**config.mk**
```make
export PLATFORM = sky130hd
export DESIGN_NAME = axi_wr_slave_sram
export DESIGN_NICKNAME = d
export VERILOG_FILES = /design/src/rtl/axi_wr_slave_sram.sv
export SDC_FILE = /design/constraint.sdc
export NUM_CORES = 1
export LEC_CHECK = 0
export ABC_AREA = 1
export BUFFER_PORTS_ARGS = -buffer_cell sky130_fd_sc_hd__clkbuf_2
export CORE_MARGIN = 5
export CORE_UTILIZATION = 55
export CTS_CLUSTER_DIAMETER = 60
export DETAILED_ROUTE_END_ITERATION = 7
export GPL_TIMING_DRIVEN = 1
export PLACE_DENSITY = 0.87
export SYNTH_ARGS = -nofsm -noshare
export SYNTH_HDL_FRONTEND = slang
export SYNTH_SLANG_ARGS = --single-unit
export TNS_END_PERCENT = 5
```
**constraint.sdc**
```tcl
create_clock -name clk -period 3.5 [get_ports clk]
set_input_delay 0.35 -clock clk [delete_from_list [all_inputs] [get_ports clk]]
set_output_delay 0.35 -clock clk [all_outputs]
set_load 0.1 [all_outputs]
```
**src/rtl/axi_wr_slave_sram.sv**
```systemverilog
// AXI3 write responder (AW/W/B) that commits each beat to a word-addressed SRAM port; WID_CHECK_EN adds a wid check.
// Latency: AW taken cycle 0, first beat written cycle 1, bvalid the cycle after the last beat.
// Backpressure: one transaction at a time; awready only when idle, wready only in data phase, B held until bready.
module axi_wr_slave_sram #(
  parameter int MEM_AW  = 16,
  parameter int MAX_LEN = 15
) (
  input  logic              clk,
  input  logic              resetn,
  input  logic [3:0]        awid,
  input  logic [31:0]       awaddr,
  input  logic [7:0]        awlen,
  input  logic [2:0]        awsize,
  input  logic [1:0]        awburst,
  input  logic              awvalid,
  output logic              awready,
  input  logic [3:0]        wid,
  input  logic [31:0]       wdata,
  input  logic [3:0]        wstrb,
  input  logic              wlast,
  input  logic              wvalid,
  output logic              wready,
  output logic [3:0]        bid,
  output logic [1:0]        bresp,
  output logic              bvalid,
  input  logic              bready,
  output logic              mem_en,
  output logic [3:0]        mem_wen,
  output logic [MEM_AW-1:0] mem_addr,
  output logic [31:0]       mem_wdata
);

  localparam logic [1:0] IDLE  = 2'd0;
  localparam logic [1:0] WDATA = 2'd1;
  localparam logic [1:0] BRESP = 2'd2;

  localparam logic [7:0] MAX_LEN_B = 8'(MAX_LEN);

  typedef struct packed {
    logic [3:0]  id;
    logic [31:0] addr;
    logic [7:0]  len;
    logic [2:0]  size;
    logic [1:0]  burst;
  } aw_t;

  logic [1:0] state;
  aw_t        aw_q;
  logic [7:0] cnt;
  logic       err;

  logic aw_hs;
  logic w_hs;
  logic aw_err;
  logic in_range;
  logic last_beat;
  logic wid_bad;
  logic beat_err;

  assign awready = (state == IDLE);
  assign wready  = (state == WDATA);
  assign bvalid  = (state == BRESP);

  assign aw_hs = awvalid && awready;
  assign w_hs  = wvalid && wready;

  // WRAP is flagged as an error but still walks the address like INCR.
  assign aw_err = (awsize > 3'd2) || (awlen > MAX_LEN_B) || (awburst == 2'b10);

  assign in_range  = ((aw_q.addr >> (MEM_AW + 2)) == 32'd0);
  assign last_beat = (cnt == aw_q.len);

`ifdef WID_CHECK_EN
  assign wid_bad = (wid != aw_q.id);
`else
  assign wid_bad = 1'b0;
  logic unused_wid;
  assign unused_wid = ^wid;
`endif

  assign beat_err = !in_range || (wlast != last_beat) || wid_bad;

  assign mem_en    = w_hs;
  assign mem_addr  = aw_q.addr[MEM_AW+1:2];
  assign mem_wdata = wdata;
  // Suppression uses the flag as it stood before this beat plus this beat's own address/ID faults.
  assign mem_wen   = (w_hs && in_range && !err && !wid_bad) ? wstrb : 4'h0;

  assign bid   = aw_q.id;
  assign bresp = err ? 2'b10 : 2'b00;

  always_ff @(posedge clk or negedge resetn) begin
    if (!resetn) begin
      state <= IDLE;
      aw_q  <= '0;
      cnt   <= 8'd0;
      err   <= 1'b0;
    end else begin
      case (state)
        IDLE: begin
          if (aw_hs) begin
            aw_q  <= '{id: awid, addr: awaddr, len: awlen, size: awsize, burst: awburst};
            cnt   <= 8'd0;
            err   <= aw_err;
            state <= WDATA;
          end
        end
        WDATA: begin
          if (w_hs) begin
            cnt <= cnt + 8'd1;
            if (beat_err) err <= 1'b1;
            if (aw_q.burst != 2'b00) aw_q.addr <= aw_q.addr + (32'd1 << aw_q.size);
            if (last_beat) state <= BRESP;
          end
        end
        BRESP: begin
          if (bready) state <= IDLE;
        end
        default: state <= IDLE;
      endcase
    end
  end

endmodule

```
# ---- Word-level counts from Yosys, hierarchy flattened
# Index checks and enable logic that the tools add are counted.
dict set report classes {
  add_sub_neg 2
  order_cmp 2
  n_eq_ne 11
  n_shift 1
  n_mux 18
  reduce_logical 18
}
# operator n
set ops {}
lappend ops {{$mux 32} 2}
lappend ops {{$pmux 32 s2} 1}
lappend ops {{$mux 45} 1}
lappend ops {{$add 32x32->32} 1}
lappend ops {{$logic_not 32->1} 1}
lappend ops {{$shl 1x3->32 const A} 1}
lappend ops {{$mux 8} 2}
lappend ops {{$pmux 8 s2} 1}
lappend ops {{$ne 2x1->1 const B} 6}
lappend ops {{$reduce_and 4->1} 3}
lappend ops {{$mux 2} 5}
lappend ops {{$add 8x1->8 const B} 1}
lappend ops {{$eq 8x8->1} 1}
lappend ops {{$gt 8x4->1 const B} 1}
lappend ops {{$pmux 2 s3} 1}
lappend ops {{$eq 2x2->1 const B} 2}
lappend ops {{$logic_and 1x1->1} 4}
lappend ops {{$mux 4} 1}
lappend ops {{$reduce_bool 2->1} 2}
lappend ops {{$gt 3x2->1 const B} 1}
lappend ops {{$logic_or 1x1->1} 3}
lappend ops {{$mux 1} 3}
lappend ops {{$reduce_and 3->1} 1}
lappend ops {{$eq 2x1->1 const B} 1}
lappend ops {{5 further kinds} 6}
dict set report word_totals {
  register_bits 60
  input_bits 95
  output_inout_bits 62
  wordCells 60
}

# ---- Longest topological paths before layout
# Gate-level depths: netlist (run 1).
dict set report depth {
  word_depth 6
  ltp_mapped 14
  depth_no_buf 14
}

# ---- Least setup slack after synthesis (run 1)
# Ideal clock, no wire load.
dict set report synth_path {
  path_kind {register to output}
  startpoint {register aw_q[32] (netlist name)}
  endpoint {output mem_wen[0]}
  arrival_time_ps 2376
  required_ps 3150
  path_slack_ps 774
  path_stages_with_launch 7
  path_buffers 0
  cell_sequence {dfrtp_1 inv_1 nand4_1 nor2_1 nand2_1 or3_1 nor2_1}
}
dict set report synth_via {
  elab_chain_cells 4
}
# item line_no
set synth_rtl {}
lappend synth_rtl {{start, declared} 48} ;# aw_t aw_q;
lappend synth_rtl {{start signal, assigned} 102} ;# aw_q <= '{id: awid, addr: awaddr, len: awlen, size: awsize, burst: awburst};
lappend synth_rtl {{$logic_not 32->1} 70} ;# assign in_range = ((aw_q.addr >> (MEM_AW + 2)) == 32'd0);
lappend synth_rtl {{$logic_and 1x1->1 (2 in series)} 87} ;# assign mem_wen = (w_hs && in_range && !err && !wid_bad) ? wstrb : 4'h0;
lappend synth_rtl {{$mux 4} 87}
lappend synth_rtl {{end, declared} 28} ;# output logic [3:0] mem_wen,
# No other way between the ends.

# ---- Worst setup path in the final report (run 1)
dict set report layout_path {
  startpoint {register aw_q[34] (netlist name)}
  endpoint {output mem_wen[2]}
}
# Same word-level chain as after synthesis.

==> flow_metrics.py, run 1 <==
metrics = {
    "yosys": {
        "syn-cell-area_um2": 4550,
        "postSynthAreaPerCell_um2": 6.95,
        "synth_edf_count": 0,
        "synth_ff_type": "dfrtp_1",
        "synth.top_cell.area_share_pct": 33.0,
        "synth_seq_cells": 60,
        "syn_nets": 760,
        "async_flop_share_pct": 100,
        "synth_cells": 655,
        "ys_warn_count": 0,
        "yosysTopAreaCell": "dfrtp_1",
        "synthDistinctLibCells": 39,
        "ys_seq_area_share_pct": 33.0,
        "synthTopCellsByArea": "dfrtp_1 (33%), nand2_1 (15%), buf_4 (8.9%)",
    },
    "power": {
        "power_density_nw_per_um2": 1060,
        "p_sw_share_pct": 58.7,
        "ir_drop_v": 0.000734,
        "pwr-share-comb_pct": 62.5,
        "seq_power_share_pct": 26.5,
        "p_sw_mw": 3.01,
        "p_int_mw": 2.12,
        "total_power_mw": 5.12,
        "clkPwrFrac_pct": 11.0,
        "p_leak_nw": 2.49,
    },
    "floorplanning": {
        "die_area_um2": 10200,
        "die_h_um": 101,
        "design.portCount": 157,
        "core_area_um2": 8130,
        "row_count": 33,
        "start_util_pct": 55.9,
        "die_w_um": 101,
    },
    "worst_setup_path": {
        "crit_slowest_cell": "dfrtp_1",
        "crit_chain": "inv_1 -> nand4_1 -> nor2_1 -> nand2_1 -> or3_1 -> nor2_1 -> clkbuf_2",
        "slowest_delay_ns": 0.47,
        "crit_path_frequent_cell": "nor2_1",
        "end_kind": "primary output",
        "crit_start": "aw_q[34]$_DFFE_PN0P_",
        "critPathArrivalTime_ns": 2.26,
        "startpoint_type": "flop",
        "worstPathRequired_ns": 3.15,
        "crit_type": "flop to primary output",
        "reg2reg_from": "state[0]$_DFFE_PN0P_",
        "crit_fanout": 6,
    },
    "finish": {
        "layout.nets": 792,
        "final_cells": 797,
        "synthToLayoutAreaGrowth_pct": 5.83,
        "layout_commonest_cell": "nand2_1",
        "utilization_pct": 59.2,
        "antenna_cells": 0,
        "fin_area_um2": 4820,
        "drive_above_1_share_pct": 21.8,
        "final_cell_mix": "nand2_1 (182), clkbuf_2 (87), inv_1 (63), dfrtp_1 (60), nor2_1 (51)",
    },
    "routing": {
        "vias": 4354,
        "first_iter_violations": 350,
        "wl_per_cell_um": 14.8,
        "ant_nets": 0,
        "drc": 0,
        "finalWirelength_um": 11800,
        "via_per_inst": 5.46,
        "drt_first_pass_iters": 5,
    },
    "clock_tree": {
        "cts_sinks": 60,
        "h-tree-depth": 3,
        "cts.clk_slew.worst_paths_ns": 0.08,
        "cts_setup_buffers": 0,
        "cts_tree": "done",
        "max-clock-path-buffers": 2,
        "clock_latency_ns": 0.36,
        "cts_resized": 0,
        "numCtsBuffers": 9,
        "cts_root_buffer": "clkbuf_8",
        "holdBufCountCts": 0,
    },
    "placement": {
        "postPlaceCellArea_um2": 4650,
        "finalWeightedCongestion": 0.962,
        "dpl_worst_slack_ns": 1.08,
        "hpwl_um": 8720,
        "io_buffers": 87,
        "placedCellCount": 781,
    },
    "run_status": {
        "status": "completed",
    },
    "grt": {
        "grt_max_degree": 53,
        "antenna_found_initial": 0,
        "grt_pass1_vias": 4238,
        "grt_overflow_total": 0,
        "grt_util_all_layers_pct": 24.1,
        "grt_pass1_wl_um": 19600,
    },
    "timing": {
        "drv_slew": 0,
        "post-route-min-period_ns": 2.61,
        "timing.final.ws_setup_ns": 0.894,
        "hold_viol": 0,
        "relSlewSlack_pct": 43.0,
        "setup_tns_ns": 0,
        "fin_skew_ns": 0.0129,
        "tightest_slew_ns": 0.856,
        "finalCritPeriodShare_pct": 74.5,
        "rsz0062_at_grt": "false",
        "hold_ws_ns": 0.0722,
        "max_freq_ghz": 0.384,
        "setup_viol": 0,
    },
    "worst_hold_path": {
        "holdCritPathClass": "input pin to asynchronous set/reset pin",
    },
    "job": {
        "cap_violations": 0,
    },
}
==> flip-flops by register name, summed over array words and instances, names as in the netlist <==
name,cells
aw_q,29
mem_addr,16
cnt,8
bid,4
state,2
err,1
==> synth_stat cells, types with 4 or more instances <==
cell type	number
nand2_4	4
nor3_1	19
clkbuf_1	9
nor2_2	14
buf_4	54
xnor2_1	8
a21oi_2	12
nand3_1	46
a21oi_1	47
o21ai_0	28
inv_1	63
nand3b_1	4
buf_2	4
nor2_1	51
nand2_1	182
dfrtp_1	60
nand4_1	8
ha_1	9
==> worst max-delay path: cells and delay by family, from the launching register on <==
kind,cells,cell delay (ns)
DFF,1,0.47
buffers and inverters,2,0.59
and+or+nand+nor,5,0.84
==> logic make-up (layout without fill, tap and decap cells) <==
group           count (synthesis)  in the layout  share of synthesized area, %
flops                          60             60                          33.0
compound gates                 97             97                          12.5
buf+inv                       138            175                          16.7
xor+xnor                       10             10                          1.92
other cells                     1              1                        0.0824
simple gates                  339            339                          32.8
fa+ha+maj                      10             10                          2.91
==> power groups by stage <==
stage	Sequential [mW]	Combinational, mW	Clock, mW
floorplan	1.27	3.01	0
global placement	1.35	3.09	0
detailed placement	1.36	3.18	0
CTS	1.35	3.20	0.567
global route	1.41	3.49	0.595
finish	1.36	3.20	0.563
==> final timing paths <==
check                                               end  slack (ns)  cells after the start
worst max-delay path                         mem_wen[2]        0.89                      7
worst max register to register     aw_q[44]$_DFFE_PN0P_        1.05                      8
max in group asynchronous          aw_q[12]$_DFFE_PN0P_        2.67                      2
worst min-delay path            mem_addr[5]$_DFFE_PN0P_        0.07                      1
worst min register to register       bid[0]$_DFFE_PN0P_        0.49                      2
min in group clk                   state[1]$_DFFE_PN0P_        0.19                      2
==> area by class of cell <==
cell class                      count  area, um2
Clock buffer                       11        141
Clock inverter                      5       27.5
Fill cell                         762       3320
Inverter                           67        254
Multi-Input combinational cell    457       2290
Sequential cell                    60       1500
Tap cell                          105        131
Timing Repair Buffer               92        473
==> per-layer routing <==
layer	vias up	GRT usage, %	wire length [um]	share of wire, %
met1	1992	30.8	4920	42
met4	0	10.8	278	2.4
met5	-	0	0	0
li1	2122	-	-	-
met3	29	4.50	1090	9.2
met2	211	39.4	5520	47
Note: power is estimated with default switching activity, not from simulation.
==> inputs of run 2 (changes only) <==
Settings changed: CORE_UTILIZATION 55 to 51, PLACE_DENSITY 0.87 to 0.81.
Clock period 3.5 ns to 2.5 ns, I/O delays scaled along.
==> run 2 against run 1 <==
Compared with the run above:
- critical path depth is the same
- count of clock-buffer cells in the layout shrank 2
- clock skew shrank 0.0030 ns
- total power grew 46%
- first-iteration DRC count shrank 23%
- die area grew 7.1%
- sequential power grew 40%
- sequential share of layout area shrank 1.2 points
- critical endpoint is now mem_wen[1]
- highest routed layer unchanged
==> flow_metrics.py, run 2 (synthesis gave the netlist of run 1 again) <==
metrics = {
    "floorplanning": {
        "row_count": 34,
        "die_w_um": 104,
        "start_util_pct": 52.2,
        "core_area_um2": 8720,
        "design.portCount": 157,
        "die_h_um": 104,
        "die_area_um2": 10900,
    },
    "routing": {
        "drc": 0,
        "wl_per_cell_um": 14.5,
        "finalWirelength_um": 11700,
        "via_per_inst": 5.33,
        "first_iter_violations": 268,
        "vias": 4294,
        "ant_nets": 0,
        "drt_first_pass_iters": 5,
    },
    "clock_tree": {
        "cts_setup_buffers": 0,
        "cts.clk_slew.worst_paths_ns": 0.08,
        "clock_latency_ns": 0.35,
        "max-clock-path-buffers": 2,
        "cts_tree": "done",
        "holdBufCountCts": 0,
        "cts_root_buffer": "clkbuf_8",
        "h-tree-depth": 3,
        "cts_sinks": 60,
        "numCtsBuffers": 9,
    },
    "timing": {
        "setup_tns_ns": 0,
        "drv_slew": 0,
        "post-route-min-period_ns": 2.40,
        "relSlewSlack_pct": 32.5,
        "rsz0062_at_grt": "true",
        "max_freq_ghz": 0.417,
        "tightest_slew_ns": 1.01,
        "finalCritPeriodShare_pct": 95.9,
        "hold_viol": 0,
        "fin_skew_ns": 0.00998,
        "setup_viol": 0,
    },
    "finish": {
        "layout_commonest_cell": "nand2_1",
        "synthToLayoutAreaGrowth_pct": 10.1,
        "multi_input_area_um2": 2290,
        "nFillCells": 825,
        "top_register": "aw_q",
        "layout.nets": 798,
        "drive_above_1_share_pct": 22.6,
        "antenna_cells": 0,
        "regArea_um2": 1500,
        "largest_reg_flops": 29,
        "final_cell_mix": "nand2_1 (182), clkbuf_2 (83), inv_1 (63), dfrtp_1 (60), nor2_1 (51)",
    },
    "power": {
        "p_leak_nw": 2.57,
        "power_density_nw_per_um2": 1490,
        "ir_drop_v": 0.000661,
        "total_power_mw": 7.47,
    },
    "grt": {
        "grt_pass1_vias": 4145,
        "antenna_found_initial": 0,
        "grt_max_degree": 37,
        "grt_pass1_wl_um": 19600,
        "grt_util_all_layers_pct": 21.9,
        "grt_overflow_total": 0,
    },
    "worst_setup_path": {
        "worst-r2r-setup-slack_ns": 0.18,
        "endpoint": "mem_wen[1]",
        "worstPathRequired_ns": 2.25,
        "reg2reg_depth": 13,
        "reg2reg_from": "aw_q[3]$_DFFE_PN0P_",
        "end_kind": "primary output",
        "crit_start": "state[1]$_DFFE_PN0P_",
        "r2r_end": "mem_addr[9]$_DFFE_PN0P_",
        "crit_fanout": 17,
        "crit_type": "flop to primary output",
        "startpoint_type": "flop",
        "critPathArrivalTime_ns": 2.15,
    },
    "run_status": {
        "status": "completed",
    },
    "placement": {
        "io_buffers": 87,
        "hpwl_um": 8900,
        "finalWeightedCongestion": 0.933,
    },
    "job": {
        "cap_violations": 0,
    },
    "worst_hold_path": {
        "holdCritPathClass": "input pin to asynchronous set/reset pin",
    },
}
## run 2: worst min path at each step
| stage | from | to | slack, ns | cells after the start |
|---|---|---|---|---|
| after floorplan | resetn | aw_q[0]$_DFFE_PN0P_ | -0.05 | 0 |
| after global placement | awlen[2] | aw_q[7]$_DFFE_PN0P_ | 0.44 | 3 |
| after detailed placement | bready | state[1]$_DFFE_PN0P_ | 0.45 | 2 |
| after CTS | bready | state[1]$_DFFE_PN0P_ | 0.07 | 2 |
| after global routing | awid[2] | bid[2]$_DFFE_PN0P_ | 0.1 | 3 |
| final | resetn | mem_addr[5]$_DFFE_PN0P_ | 0.06 | 1 |
## run 2: layout make-up
cell class | instances | area share (%)
Tap cell | 108 | 2.70
Sequential cell | 60 | 30.0
Multi-Input combinational cell | 457 | 45.7
Timing Repair Buffer | 98 | 12.0
Clock buffer | 9 | 2.47
Clock inverter | 7 | 2.00
Inverter | 67 | 5.17
## run 2: repair_timing
item / CTS / global route
resized for setup: 0 / 2
setup endpoints to repair: 0 / 4
hold endpoints to repair: 0 / 0
## run 2: layer usage
layer	vias up	part of all wire [%]	global-route usage, %
met5	-	0	0
met4	0	2.0	7.77
met3	27	11	6.21
met2	200	45	34.0
met1	1933	42	28.9
li1	2134	-	-
## run 2: where the power goes
group / switching, mW / total, mW / internal, mW
combinational: 3.32 / 4.55 / 1.23
sequential: 0.503 / 1.91 / 1.41
clock: 0.438 / 1.01 / 0.568
total: 4.26 / 7.47 / 3.21
## run 2: per-stage QoR
step | std cells | hold slack (ns) | cell area, um2 | setup slack [ns] | utilization, %
global route | 806 | 0.0986 | 5010 | -0.0161 | 57.4
global placement | 790 | 0.444 | 4780 | 0.363 | 54.8
detailed placement | 790 | 0.452 | 4780 | 0.246 | 54.8
CTS | 806 | 0.0747 | 5000 | 0.00610 | 57.4
finish | 806 | 0.0602 | 5010 | 0.104 | 57.4
floorplan | 655 | -0.0456 | 4550 | -0.126 | -
## run 2: critical path, stage by stage (launching register included)
cell and delay, ns:
dfrtp_1 0.41, inv_2 0.10, nand2_4 0.17, inv_8 0.19
nand2_4 0.09, or3_1 0.42, nor2_1 0.22, buf_12 0.21
==> inputs of run 3 (changes only) <==
Settings changed: CORE_UTILIZATION 51 to 53, CTS_BUF_LIST from default to sky130_fd_sc_hd__clkbuf_2 sky130_fd_sc_hd__clkbuf_4 sky130_fd_sc_hd__clkbuf_8, PLACE_DENSITY 0.81 to 0.84.
==> run 3 against run 2 <==
Compared with the run above:
- setup slack gained 0.016 ns
- critical path type unchanged
- final cell count down 0.37%
- highest routed layer unchanged
- clock skew rose by 0.00055 ns
- sequential power is essentially flat
- core utilization grew 2.8 points
==> flow_metrics.py, run 3 (synthesis gave the netlist of run 1 again) <==
metrics = {
    "run_status": {
        "status": "completed",
    },
    "finish": {
        "layout_commonest_cell": "nand2_1",
        "synthToLayoutAreaGrowth_pct": 9.95,
        "layout.nets": 798,
        "nFillCells": 800,
        "multi_input_area_um2": 2310,
        "antenna_cells": 0,
        "largest_reg_flops": 29,
        "utilization_pct": 60.3,
        "top_register": "aw_q",
        "final_cell_mix": "nand2_1 (182), clkbuf_2 (83), inv_1 (63), dfrtp_1 (58), nor2_1 (51)",
        "drive_above_1_share_pct": 23.4,
        "regArea_um2": 1500,
    },
    "worst_setup_path": {
        "startpoint_type": "flop",
        "worst-r2r-setup-slack_ns": 0.21,
        "crit_fanout": 6,
        "worstPathRequired_ns": 2.25,
        "reg2reg_from": "aw_q[3]$_DFFE_PN0P_",
        "crit_buf_inv": 2,
        "crit_chain": "inv_1 -> nand4_1 -> nor2_1 -> nand2_1 -> or3_1 -> nor2_1 -> buf_12",
        "crit_path_frequent_cell": "nor2_1",
        "r2r_end": "mem_addr[9]$_DFFE_PN0P_",
        "slowest_delay_ns": 0.48,
        "reg2reg_depth": 12,
        "critPathArrivalTime_ns": 2.13,
        "crit_slowest_cell": "dfrtp_1",
        "critPathTopFamily": "simple AND/OR/NAND/NOR gates",
        "end_kind": "primary output",
        "crit_type": "flop to primary output",
    },
    "routing": {
        "drc": 0,
        "first_iter_violations": 227,
        "ant_nets": 0,
        "finalWirelength_um": 11900,
        "drt_first_pass_iters": 6,
        "wl_per_cell_um": 14.8,
        "vias": 4348,
        "via_per_inst": 5.41,
    },
    "power": {
        "p_leak_nw": 2.55,
        "power_density_nw_per_um2": 1480,
        "total_power_mw": 7.39,
        "ir_drop_v": 0.000706,
    },
    "clock_tree": {
        "numCtsBuffers": 9,
        "cts_root_buffer": "clkbuf_8",
        "cts_tree": "done",
        "max-clock-path-buffers": 2,
        "h-tree-depth": 3,
        "cts.clk_slew.worst_paths_ns": 0.07,
        "cts_sinks": 60,
        "clock_latency_ns": 0.35,
    },
    "timing": {
        "finalCritPeriodShare_pct": 95.2,
        "setup_tns_ns": 0,
        "tightest_slew_ns": 0.568,
        "drv_slew": 0,
        "timing.final.ws_setup_ns": 0.120,
        "max_freq_ghz": 0.420,
        "setup_viol": 0,
        "post-route-min-period_ns": 2.38,
        "hold_viol": 0,
        "fin_skew_ns": 0.0105,
        "hold_ws_ns": 0.0864,
        "relSlewSlack_pct": 62.3,
    },
    "grt": {
        "grt_util_all_layers_pct": 23.4,
        "grt_overflow_total": 0,
        "grt_pass1_wl_um": 19400,
        "antenna_found_initial": 0,
        "grt_max_degree": 61,
        "grt_pass1_vias": 4113,
    },
    "placement": {
        "hpwl_um": 8930,
        "finalWeightedCongestion": 0.961,
        "io_buffers": 87,
        "dpl_worst_slack_ns": 0.249,
    },
    "floorplanning": {
        "die_area_um2": 10500,
        "die_h_um": 103,
        "row_count": 33,
        "design.portCount": 157,
        "core_area_um2": 8300,
        "start_util_pct": 54.8,
        "die_w_um": 103,
    },
    "worst_hold_path": {
        "hold_end": "state[1]$_DFFE_PN0P_",
        "holdCritPathClass": "input pin to flop",
        "whs_path_depth": 2,
        "min_from": "bready",
    },
    "job": {
        "cap_violations": 0,
    },
}
run 3: cell count changes in the layout (fill, tap and decap cells not counted), moves of 2 or more:
cell,delta
clkinv_4,-2
clkinvlp_4,+2
dfrtp_1,-2
dfrtp_2,+2
nor3_1,-4
nor3_2,+4
run 3: layout make-up:
| class | count | area share [%] |
|---|---|---|
| Clock inverter | 6 | 1.28 |
| Sequential cell | 60 | 30.1 |
| Clock buffer | 10 | 2.75 |
| Timing Repair Buffer | 98 | 12.1 |
| Tap cell | 105 | 2.63 |
| Multi-Input combinational cell | 457 | 46.1 |
| Inverter | 67 | 5.08 |
run 3: worst register-to-register path, cell delays in order, from the launching register on:
cell	delay, ns
dfrtp_1	0.42
inv_1	0.14
nor3_2	0.16
ha_1	0.29
or2_2	0.32
nand3_1	0.10
nand2_1	0.13
nand2_1	0.11
nand2_1	0.17
nand3_1	0.11
o21ai_0	0.09
nand2_1	0.07
o21ai_1	0.07
run 3: worst max-delay path by stage:
| stage | cells after the start | slack [ns] | end | from |
|---|---|---|---|---|
| 2_1_floorplan | 6 | -0.13 | mem_wen[0] | aw_q[32]$_DFFE_PN0P_ |
| 3_3_place_gp | 13 | 0.36 | mem_addr[9]$_DFFE_PN0P_ | aw_q[3]$_DFFE_PN0P_ |
| 3_5_place_dp | 13 | 0.25 | mem_addr[9]$_DFFE_PN0P_ | aw_q[2]$_DFFE_PN0P_ |
| 4_1_cts | 7 | 0.13 | mem_wen[0] | aw_q[34]$_DFFE_PN0P_ |
| 5_1_grt | 12 | -0.006 | mem_addr[9]$_DFFE_PN0P_ | aw_q[3]$_DFFE_PN0P_ |
| 6_report | 7 | 0.12 | mem_wen[0] | aw_q[34]$_DFFE_PN0P_ |
run 3: what timing repair did:
item	in CTS	in global routing
setup endpoints to repair	0	2
setup buffers	0	1
hold buffers	1	0
resized for setup	0	6
hold endpoints to repair	60	0
run 3: per-stage QoR:
| step | cell area (um2) | cells |
|---|---|---|
| after floorplan | 4550 | 655 |
| after global placement | 4760 | 785 |
| after detailed placement | 4760 | 785 |
| after CTS | 4970 | 802 |
| after global routing | 5000 | 803 |
| final | 5000 | 803 |
run 3: power breakdown:
group	total, mW	switching (mW)	internal [mW]	leakage (nW)
registers	1.92	0.505	1.41	0.714
logic	4.57	3.33	1.24	1.74
clock network	0.908	0.423	0.485	0.0983
total	7.39	4.26	3.14	2.55
run 3: metal layers:
layer  track usage (%)  part of all wire, %
met5                 0                    0
met4              7.47                  1.6
met3              5.35                   10
met2              38.1                   47
met1              31.0                   41
